$ cat config.mk
export PLATFORM = sky130hd
export DESIGN_NAME = alarm_snooze_fsm
export DESIGN_NICKNAME = d
export VERILOG_FILES = /design/src/rtl/alarm_snooze_fsm.sv
export SDC_FILE = /design/constraint.sdc
export NUM_CORES = 1
export LEC_CHECK = 0
export ABC_AREA = 1
export BUFFER_PORTS_ARGS = -buffer_cell sky130_fd_sc_hd__buf_2
export CAP_MARGIN = 0
export CELL_PAD_IN_SITES_DETAIL_PLACEMENT = 1
export CELL_PAD_IN_SITES_GLOBAL_PLACEMENT = 2
export CORE_ASPECT_RATIO = 0.8
export CORE_MARGIN = 3
export CORE_UTILIZATION = 32
export CTS_BUF_LIST = sky130_fd_sc_hd__clkbuf_4 sky130_fd_sc_hd__clkbuf_8
export DETAILED_ROUTE_END_ITERATION = 12
export PLACE_DENSITY_LB_ADDON = 0.1
export SYNTH_ARGS = -nofsm -noshare
export SYNTH_HDL_FRONTEND = slang
export SYNTH_SLANG_ARGS = --single-unit
$ cat constraint.sdc
create_clock -name clk_pi -period 2.08 [get_ports clk_pi]
set_clock_uncertainty 0.05 [all_clocks]
set_input_delay 0.312 -clock clk_pi [delete_from_list [all_inputs] [get_ports clk_pi]]
set_output_delay 0.312 -clock clk_pi [all_outputs]
set_load 0.005 [all_outputs]
$ cat src/rtl/alarm_snooze_fsm.sv
// Alarm controller for the 12-hour clock: holds the alarm time, rings on match,
// supports snooze and auto-timeout, and steers increment buttons to alarm or clock.
module alarm_snooze_fsm #(
  parameter int unsigned SNOOZE_MIN     = 9,
  parameter int unsigned RING_TIMEOUT_S = 60
) (
  input  logic       clk_pi,
  input  logic       rst_n_pi,
  input  logic       clk_en_pi,
  input  logic [5:0] seconds_pi,
  input  logic [5:0] minutes_pi,
  input  logic [3:0] hours_pi,
  input  logic       set_alarm_pi,
  input  logic       increment_minute_pi,
  input  logic       increment_hour_pi,
  input  logic       alarm_en_pi,
  input  logic       snooze_pi,
  input  logic       stop_pi,
  output logic       clk_inc_minute_po,
  output logic       clk_inc_hour_po,
  output logic [5:0] alarm_minutes_po,
  output logic [3:0] alarm_hours_po,
  output logic       ringing_po,
  output logic       snoozing_po
);

  typedef enum logic [1:0] {
    ST_IDLE    = 2'd0,
    ST_RINGING = 2'd1,
    ST_SNOOZE  = 2'd2
  } state_t;

  localparam logic [6:0] LP_SNOOZE   = 7'(SNOOZE_MIN);
  localparam logic [7:0] LP_TMO_LAST = 8'(RING_TIMEOUT_S - 1);

  state_t     r_state, w_state_nxt;
  logic       r_tick_q;
  logic [5:0] r_alarm_min, w_alarm_min_nxt;
  logic [3:0] r_alarm_hr,  w_alarm_hr_nxt;
  logic [5:0] r_snz_min,   w_snz_min_nxt;
  logic [3:0] r_snz_hr,    w_snz_hr_nxt;
  logic [7:0] r_tmo_cnt,   w_tmo_cnt_nxt;

  logic [6:0] w_snz_sum;
  logic [5:0] w_snz_tgt_min;
  logic [3:0] w_snz_tgt_hr;
  logic       w_new_time;
  logic       w_alarm_match;
  logic       w_snz_match;

  assign clk_inc_minute_po = increment_minute_pi & ~set_alarm_pi;
  assign clk_inc_hour_po   = increment_hour_pi   & ~set_alarm_pi;

  assign alarm_minutes_po = r_alarm_min;
  assign alarm_hours_po   = r_alarm_hr;
  assign ringing_po       = (r_state == ST_RINGING);
  assign snoozing_po      = (r_state == ST_SNOOZE);

  // Matches only count on the first cycle of a freshly ticked time at :00,
  // so manually stepping the clock onto the alarm time never rings.
  assign w_new_time    = r_tick_q && (seconds_pi == 6'd0);
  assign w_alarm_match = w_new_time && (minutes_pi == r_alarm_min) && (hours_pi == r_alarm_hr);
  assign w_snz_match   = w_new_time && (minutes_pi == r_snz_min)   && (hours_pi == r_snz_hr);

  always_comb begin
    w_snz_sum     = {1'b0, minutes_pi} + LP_SNOOZE;
    w_snz_tgt_min = w_snz_sum[5:0];
    w_snz_tgt_hr  = hours_pi;
    if (w_snz_sum >= 7'd60) begin
      w_snz_tgt_min = 6'(w_snz_sum - 7'd60);
      w_snz_tgt_hr  = (hours_pi == 4'd12) ? 4'd1 : hours_pi + 4'd1;
    end
  end

  always_comb begin
    w_alarm_min_nxt = r_alarm_min;
    w_alarm_hr_nxt  = r_alarm_hr;
    if (set_alarm_pi) begin
      if (increment_minute_pi)
        w_alarm_min_nxt = (r_alarm_min == 6'd59) ? 6'd0 : r_alarm_min + 6'd1;
      if (increment_hour_pi)
        w_alarm_hr_nxt  = (r_alarm_hr == 4'd12) ? 4'd1 : r_alarm_hr + 4'd1;
    end
  end

  always_comb begin
    w_state_nxt   = r_state;
    w_snz_min_nxt = r_snz_min;
    w_snz_hr_nxt  = r_snz_hr;
    w_tmo_cnt_nxt = r_tmo_cnt;
    if (!alarm_en_pi) begin
      w_state_nxt = ST_IDLE;
    end else begin
      unique case (r_state)
        ST_IDLE: begin
          if (w_alarm_match) begin
            w_state_nxt   = ST_RINGING;
            w_tmo_cnt_nxt = '0;
          end
        end
        ST_RINGING: begin
          if (stop_pi) begin
            w_state_nxt = ST_IDLE;
          end else if (snooze_pi) begin
            w_state_nxt   = ST_SNOOZE;
            w_snz_min_nxt = w_snz_tgt_min;
            w_snz_hr_nxt  = w_snz_tgt_hr;
          end else if (clk_en_pi) begin
            if (r_tmo_cnt == LP_TMO_LAST)
              w_state_nxt = ST_IDLE;
            else
              w_tmo_cnt_nxt = r_tmo_cnt + 8'd1;
          end
        end
        ST_SNOOZE: begin
          // Alarm and snooze-target matches collapse into one re-ring event.
          if (stop_pi) begin
            w_state_nxt = ST_IDLE;
          end else if (w_snz_match || w_alarm_match) begin
            w_state_nxt   = ST_RINGING;
            w_tmo_cnt_nxt = '0;
          end
        end
        default: w_state_nxt = ST_IDLE;
      endcase
    end
  end

  always_ff @(posedge clk_pi or negedge rst_n_pi) begin
    if (!rst_n_pi) begin
      r_state     <= ST_IDLE;
      r_tick_q    <= 1'b0;
      r_alarm_min <= '0;
      r_alarm_hr  <= 4'd12;
      r_snz_min   <= '0;
      r_snz_hr    <= 4'd12;
      r_tmo_cnt   <= '0;
    end else begin
      r_state     <= w_state_nxt;
      r_tick_q    <= clk_en_pi;
      r_alarm_min <= w_alarm_min_nxt;
      r_alarm_hr  <= w_alarm_hr_nxt;
      r_snz_min   <= w_snz_min_nxt;
      r_snz_hr    <= w_snz_hr_nxt;
      r_tmo_cnt   <= w_tmo_cnt_nxt;
    end
  end

endmodule
==> run metrics, run 1 <==
outcome=finished clean; TritonRoute pass-1 iters=4; CP Buf/Inv Count=1; Most Frequent Cell on Critical Path=nand2_1; GRT Util Overall=16.4%; Die Area=0.00807 sq mm; vias in the first global route=between 2000 and 2500; final setup TNS=0 ns; Detail Placement HPWL=~4800 microns; Final Cycle Share=around 87%; ys flop type=dfrtp_1; post-synthesis cell type count=36; syn_nets=345; Post-CTS Setup Bufs=0; Die H=approximately 80 microns; minimum clock period=1.81 ns; total grt overflow=0; first-pass GRT wire length=between 10000 and 15000 microns; asr flop ratio synth=100%; nets=392; pwr/cell area=723 mW/mm^2; Syn Area/Cell=~7.2 sq um; Initial Utilization=34.0%; area grow syn2layout=17.4%; vias per cell=4.67; RSZ-0062 raised after global routing=false; hold_buf cts=0; Ant. Diodes=0; Max Cap Viol=0; clk buf depth=2; worst-case vdd ir drop=343 uV; Finished Cell Area=around 0.0026 sq mm; Clock Latency Late Sink=approximately 0.28 ns; CTS tree=yes; Hold Path Class=input port to asynchronous set/reset pin; Startpoint Class=flop; drt drc=0; Die W=about 100 microns; YS warnings=0; Num CTS Buffers=5; reg2reg end=r_tmo_cnt[5]$_DFFE_PN0P_; Filler cells=approximately 860; Final Slew Violations=0; #FFs+latches synth=31; R2R Setup Slk=~0.27 ns; CP Class=flop to flop; synthesized instance count=approximately 310; Max-slew headroom=52.0%; area of placed instances=0.00255 sq mm; share of layout cells above drive strength 1=roughly a fifth; I/O pin count=39; port buffer count=38; start of the worst register-to-register path=alarm_hours_po[2]$_DFFE_PN1P_; crit path cell chain=inv_1, nand2_1, nand4_1, nor2_1, nand3_2, nand3_2, nand2_4, nand2_1, nand2_1; endpoints failing setup=0; Routed WL=around 6000 microns; H-tree Lvls=2; pin count of the biggest net entering global routing=32; final total power=around 1.9 mW; nature of the critical path endpoint=flop; WP data arrival=1.93 ns; CTS clk-pin slew, worst paths=around 0.07 ns; via count=roughly 2100; actual slew at the worst max-slew pin=0.720 ns; initial antenna violation count=0; Worst EP required=2.20 ns; number of synthesized flops with an enable pin=0; Crit Path Max Fanout=11; Final Hold Fails=0; Site Rows=26; wire per inst=13.6 microns; Iteration-0 DRC Markers=60; CP max stage cell=dfstp_2; largest stage delay on the critical path=~0.57 ns; antenna-violating nets left=0; clock sinks=31; P_leak=approximately 1.4 nW; Worst Reg-to-Reg Cells=9; synthesized cell area=0.00225 sq mm; CTS-repair resized insts=0; core area=between 0.006 and 0.007 sq mm; Worst path top cell family by delay=simple AND/OR/NAND/NOR gates; root buf cell=clkbuf_8; Placer Congestion=slightly above 0.7; post-synthesis sequential area ratio=34.7%; f_max=around 550 MHz
==> area by class of cell <==
cell class                 instances  area (sq um)  share of cell area [%]
clock inverter                     1          5.00                   0.190
timing repair buffer              44           235                    8.91
multi-input combinational        237          1280                    48.6
sequential                        31           781                    29.6
tap                               84           105                    3.98
inverter                          39           146                    5.55
clock buffer                       7          83.8                    3.18
==> how the worst max path moves through the flow <==
stage | startpoint | endpoint | slack, ns | cells past startpoint
final | alarm_hours_po[2]$_DFFE_PN1P_ | r_tmo_cnt[5]$_DFFE_PN0P_ | 0.27 | 9
after global routing | alarm_hours_po[2]$_DFFE_PN1P_ | r_tmo_cnt[7]$_DFFE_PN0P_ | 0.12 | 9
after CTS | alarm_hours_po[2]$_DFFE_PN1P_ | r_tmo_cnt[5]$_DFFE_PN0P_ | 0.25 | 9
after detailed placement | minutes_pi[0] | r_snz_min[4]$_DFFE_PN0P_ | 0.05 | 13
after global placement | minutes_pi[0] | r_snz_min[4]$_DFFE_PN0P_ | 0.11 | 13
after floorplan | minutes_pi[0] | r_snz_min[4]$_DFFE_PN0P_ | 0.40 | 12
==> state kept, by name, summed over array words and instances (netlist names) <==
register          count
r_snz_hr              4
r_tick_q              1
r_snz_min             6
r_tmo_cnt             8
alarm_minutes_po      6
alarm_hours_po        4
r_state               2
==> through the flow <==
step	utilization [%]	instances	worst slack [ns]	hold WS, ns
after floorplan	-	311	0.404	-0.0336
after global placement	38.6	435	0.111	0.386
after detailed placement	38.6	435	0.0520	0.374
after CTS	40.0	443	0.254	0.0683
after global routing	40.0	443	0.118	0.101
final	40.0	443	0.268	0.0362
==> cells by family after synthesis <==
group                    synth area share, %
AO/OA/AOI/OAI                           5.35
XOR/XNOR                                8.91
adder cells (fa/ha/maj)                 5.01
buffers and inverters                   8.18
flip-flops                              34.7
AND/OR/NAND/NOR                         37.8
==> layout by cell type, fill, tap and decap left out, types with 8 or more instances in the layout <==
cell     netlist  final
ha_1           9      9
buf_2          1     38
nor3_1         8      8
inv_1         35     35
nor2_1        28     28
nand3_1       37     37
dfrtp_1       27     27
xnor2_1       15     15
nand2_1       93     93
==> synthesized netlist by cell type (2+ instances only) <==
cell type / count / share of area, %
a21oi_1: 6 / 1.3
dfrtp_1: 27 / 30
dfstp_2: 4 / 4.7
ha_1: 9 / 5.0
inv_1: 35 / 5.8
inv_2: 3 / 0.50
nand2_1: 93 / 16
nand2_2: 4 / 1.1
nand3_1: 37 / 8.2
nand3_2: 2 / 0.89
nand4_1: 4 / 1.1
nor2_1: 28 / 4.7
nor2_4: 2 / 1.0
nor3_1: 8 / 1.8
nor3b_1: 4 / 1.3
o21ai_0: 5 / 1.1
o22ai_1: 2 / 0.56
xnor2_1: 15 / 5.8
xor2_1: 6 / 2.3
==> routing by layer <==
layer	GRT usage (%)	share of wire, %	wire (microns)
met3	3.18	3.6	217
met2	24.6	41	2490
met4	2.86	0.38	23
met1	24.6	55	3310
met5	0	0	0
==> power by group <==
part | leakage, nW | switching [mW] | internal (mW)
Combinational | 0.939 | 0.321 | 0.258
Sequential | 0.399 | 0.131 | 0.708
Clock | 0.0491 | 0.228 | 0.261
No activity file was read; power rests on OpenSTA's default activity.
==> run 2, diff against run 1 <==
--- a/config.mk
+++ b/config.mk
@@ -12,10 +12,10 @@
 export CELL_PAD_IN_SITES_GLOBAL_PLACEMENT = 2
 export CORE_ASPECT_RATIO = 0.8
 export CORE_MARGIN = 3
-export CORE_UTILIZATION = 32
+export CORE_UTILIZATION = 29
 export CTS_BUF_LIST = sky130_fd_sc_hd__clkbuf_4 sky130_fd_sc_hd__clkbuf_8
 export DETAILED_ROUTE_END_ITERATION = 12
-export PLACE_DENSITY_LB_ADDON = 0.1
+export PLACE_DENSITY_LB_ADDON = 0.08
 export SYNTH_ARGS = -nofsm -noshare
 export SYNTH_HDL_FRONTEND = slang
 export SYNTH_SLANG_ARGS = --single-unit
==> constraint.sdc (replaced) <==
create_clock -name clk_pi -period 1.6 [get_ports clk_pi]
set_clock_uncertainty 0.05 [all_clocks]
set_input_delay 0.32 -clock clk_pi [delete_from_list [all_inputs] [get_ports clk_pi]]
set_output_delay 0.32 -clock clk_pi [all_outputs]
set_load 0.005 [all_outputs]
==> run 2 against run 1 <==
  * The run now ends with setup timing left
  * Die area grew 9.6%
  * Worst setup slack lost 0.39 ns
  * Hold slack improved by 0.094 ns
  * Maximum frequency grew 5.5%
  * Count of clock-buffer cells in the layout stayed put
==> run metrics, run 2 (synthesis results as in run 1) <==
outcome=finished with violations; failing checks=setup timing; via count=between 2000 and 2500; pwr/cell area=roughly 850 mW/mm^2; commonest non-fill, non-tap cell in the layout=nand2_1; endpoints failing setup=19; Ant. Diodes=0; final total power=between 2 and 3 mW; total grt overflow=0; worst-case vdd ir drop=between 500 and 600 uV; Filler cells=about 970; Setup Slack @ Placement=-0.296 ns; Max Cap Viol=0; CP max stage cell=dfstp_2; wire per inst=roughly 13 microns; antenna-violating nets left=0; TritonRoute pass-1 iters=4; core area=0.00746 sq mm; Site Rows=28; Switching Fraction=about 34%; largest stage delay on the critical path=~0.54 ns; Die Area=0.00885 sq mm; P_leak=between 1.5 and 2 nW; GRT Util Overall=between 15 and 20%; port buffer count=38; clock group share of total power=22.9%; crit path cell chain=inv_2, nand2_2, nand4_1, nor2_1, nand3_2, buf_4, nand3_4, nand2_4, nand2_2, nand2_2; Clock Latency Late Sink=about 0.29 ns; internal power=approximately 1.9 mW; Die H=between 80 and 90 microns; Max-slew headroom=approximately 77%; f_max=582 MHz; share of layout cells above drive strength 1=between 30% and 40%; root buf cell=clkbuf_8; Num CTS Buffers=5; Crit Path Max Fanout=8; Worst EP required=1.72 ns; WP data arrival=~1.8 ns; final setup margin=-0.118 ns; commonest cells after routing, fill and taps aside=83 x nand2_1, 58 x buf_4, 37 x buf_2; vias per cell=4.45; nature of the critical path endpoint=flop; clk buf depth=2; max reg flops=8; area grow syn2layout=47.3%; Net Switching=0.950 mW; actual slew at the worst max-slew pin=between 0.3 and 0.4 ns; Final Cycle Share=107%; Final Slew Violations=0; pin count of the biggest net entering global routing=21; Die W=104 microns; Most Frequent Cell on Critical Path=nand2_2; CTS tree=yes; Placer Congestion=0.729; sequential power share=approximately 36%; Iteration-0 DRC Markers=between 50 and 60; CP Class=flop to flop; Hold Path Class=input port to flop; Startpoint Class=flop; nets=~450; combinational share of power=~40%; drt drc=0; Initial Utilization=30.1%; minimum clock period=1.72 ns; Routed WL=6850 microns; RSZ-0062 raised after global routing=true; Final Hold Fails=0; vias in the first global route=approximately 2400; clock sinks=31; CTS clk-pin slew, worst paths=approximately 0.07 ns; Detail Placement HPWL=about 5400 microns; Top reg by flops=r_tmo_cnt; initial antenna violation count=0; I/O pin count=39; first-pass GRT wire length=~11000 microns; H-tree Lvls=2
## run 2: cell count changes in the layout (fill, tap and decap cells not counted), moves of 3 or more
cell     delta
nand2_2     +7
nand3_2     +5
nand3_1     -6
buf_6       +4
buf_4      +52
ha_1        -3
nand2_1    -10
nand2_4     +3
## run 2: layout make-up
class	count	area [sq um]	area share, %
timing repair buffer	104	738	22.3
clock inverter	1	5.00	0.151
inverter	39	151	4.57
clock buffer	7	83.8	2.53
sequential	31	781	23.6
multi-input combinational	237	1410	42.7
timing repair inverter	1	7.51	0.227
tap	105	131	3.97
## run 2: metrics by stage
step	instances	hold WS, ns	area [sq um]	util, %	TNS, ns
global route	525	0.121	3310	44.4	-3.57
global placement	504	0.194	2990	40.0	-2.54
detailed placement	504	0.194	2990	40.0	-3.32
floorplan	311	-0.0256	2270	-	0
CTS	516	0.119	3130	42.0	-1.23
finish	525	0.130	3310	44.4	-1.27
## run 2: power by group through the flow
stage | clock [mW] | combinational (mW) | sequential [mW]
5_1_grt | 0.705 | 1.30 | 1.04
3_3_place_gp | 0 | 1.07 | 1.03
2_1_floorplan | 0 | 0.448 | 1.07
6_report | 0.643 | 1.15 | 1.02
3_5_place_dp | 0 | 1.09 | 1.03
4_1_cts | 0.674 | 1.16 | 1.02
## run 2: worst paths after layout
| path | depth (start not counted) | end | slack (ns) | start |
|---|---|---|---|---|
| max | 10 | r_tmo_cnt[5]$_DFFE_PN0P_ | -0.12 | alarm_hours_po[2]$_DFFE_PN1P_ |
| max in group asynchronous | 3 | r_snz_hr[3]$_DFFE_PN1P_ | 0.58 | rst_n_pi |
| min | 1 | r_tick_q$_DFF_PN0_ | 0.13 | clk_en_pi |
| min reg2reg | 2 | r_snz_hr[2]$_DFFE_PN1P_ | 0.43 | r_snz_hr[2]$_DFFE_PN1P_ |
| max reg2reg | 10 | r_tmo_cnt[5]$_DFFE_PN0P_ | -0.12 | alarm_hours_po[2]$_DFFE_PN1P_ |
| min in group asynchronous | 2 | r_state[1]$_DFFE_PN0P_ | 0.42 | rst_n_pi |
## run 2: worst max-delay path: cells and delay by family, from the launching register on
family                 cells  cell delay [ns]
flip-flops                 1             0.54
buffers and inverters      2             0.22
AND/OR/NAND/NOR            8             0.78
## run 2: per-layer routing
metal / GRT usage (%) / part of all wire, % / up-vias / wire [microns]
li1: - / - / 1205 / -
met5: 0 / 0 / - / 0
met1: 22.2 / 51 / 1090 / 3520
met2: 25.3 / 45 / 31 / 3070
met3: 2.77 / 2.6 / 8 / 179
met4: 4.35 / 1.1 / 0 / 73
## run 2: timing repair
| item | 4_1_cts | 5_1_grt |
|---|---|---|
| pin swaps | 9 | 22 |
| setup endpoints to repair | 10 | 18 |
| buffers inserted | 3 | 8 |
| hold endpoints to repair | 10 | 0 |
| hold buffers | 1 | 0 |
| resized for setup | 7 | 30 |
| gates cloned | 0 | 1 |
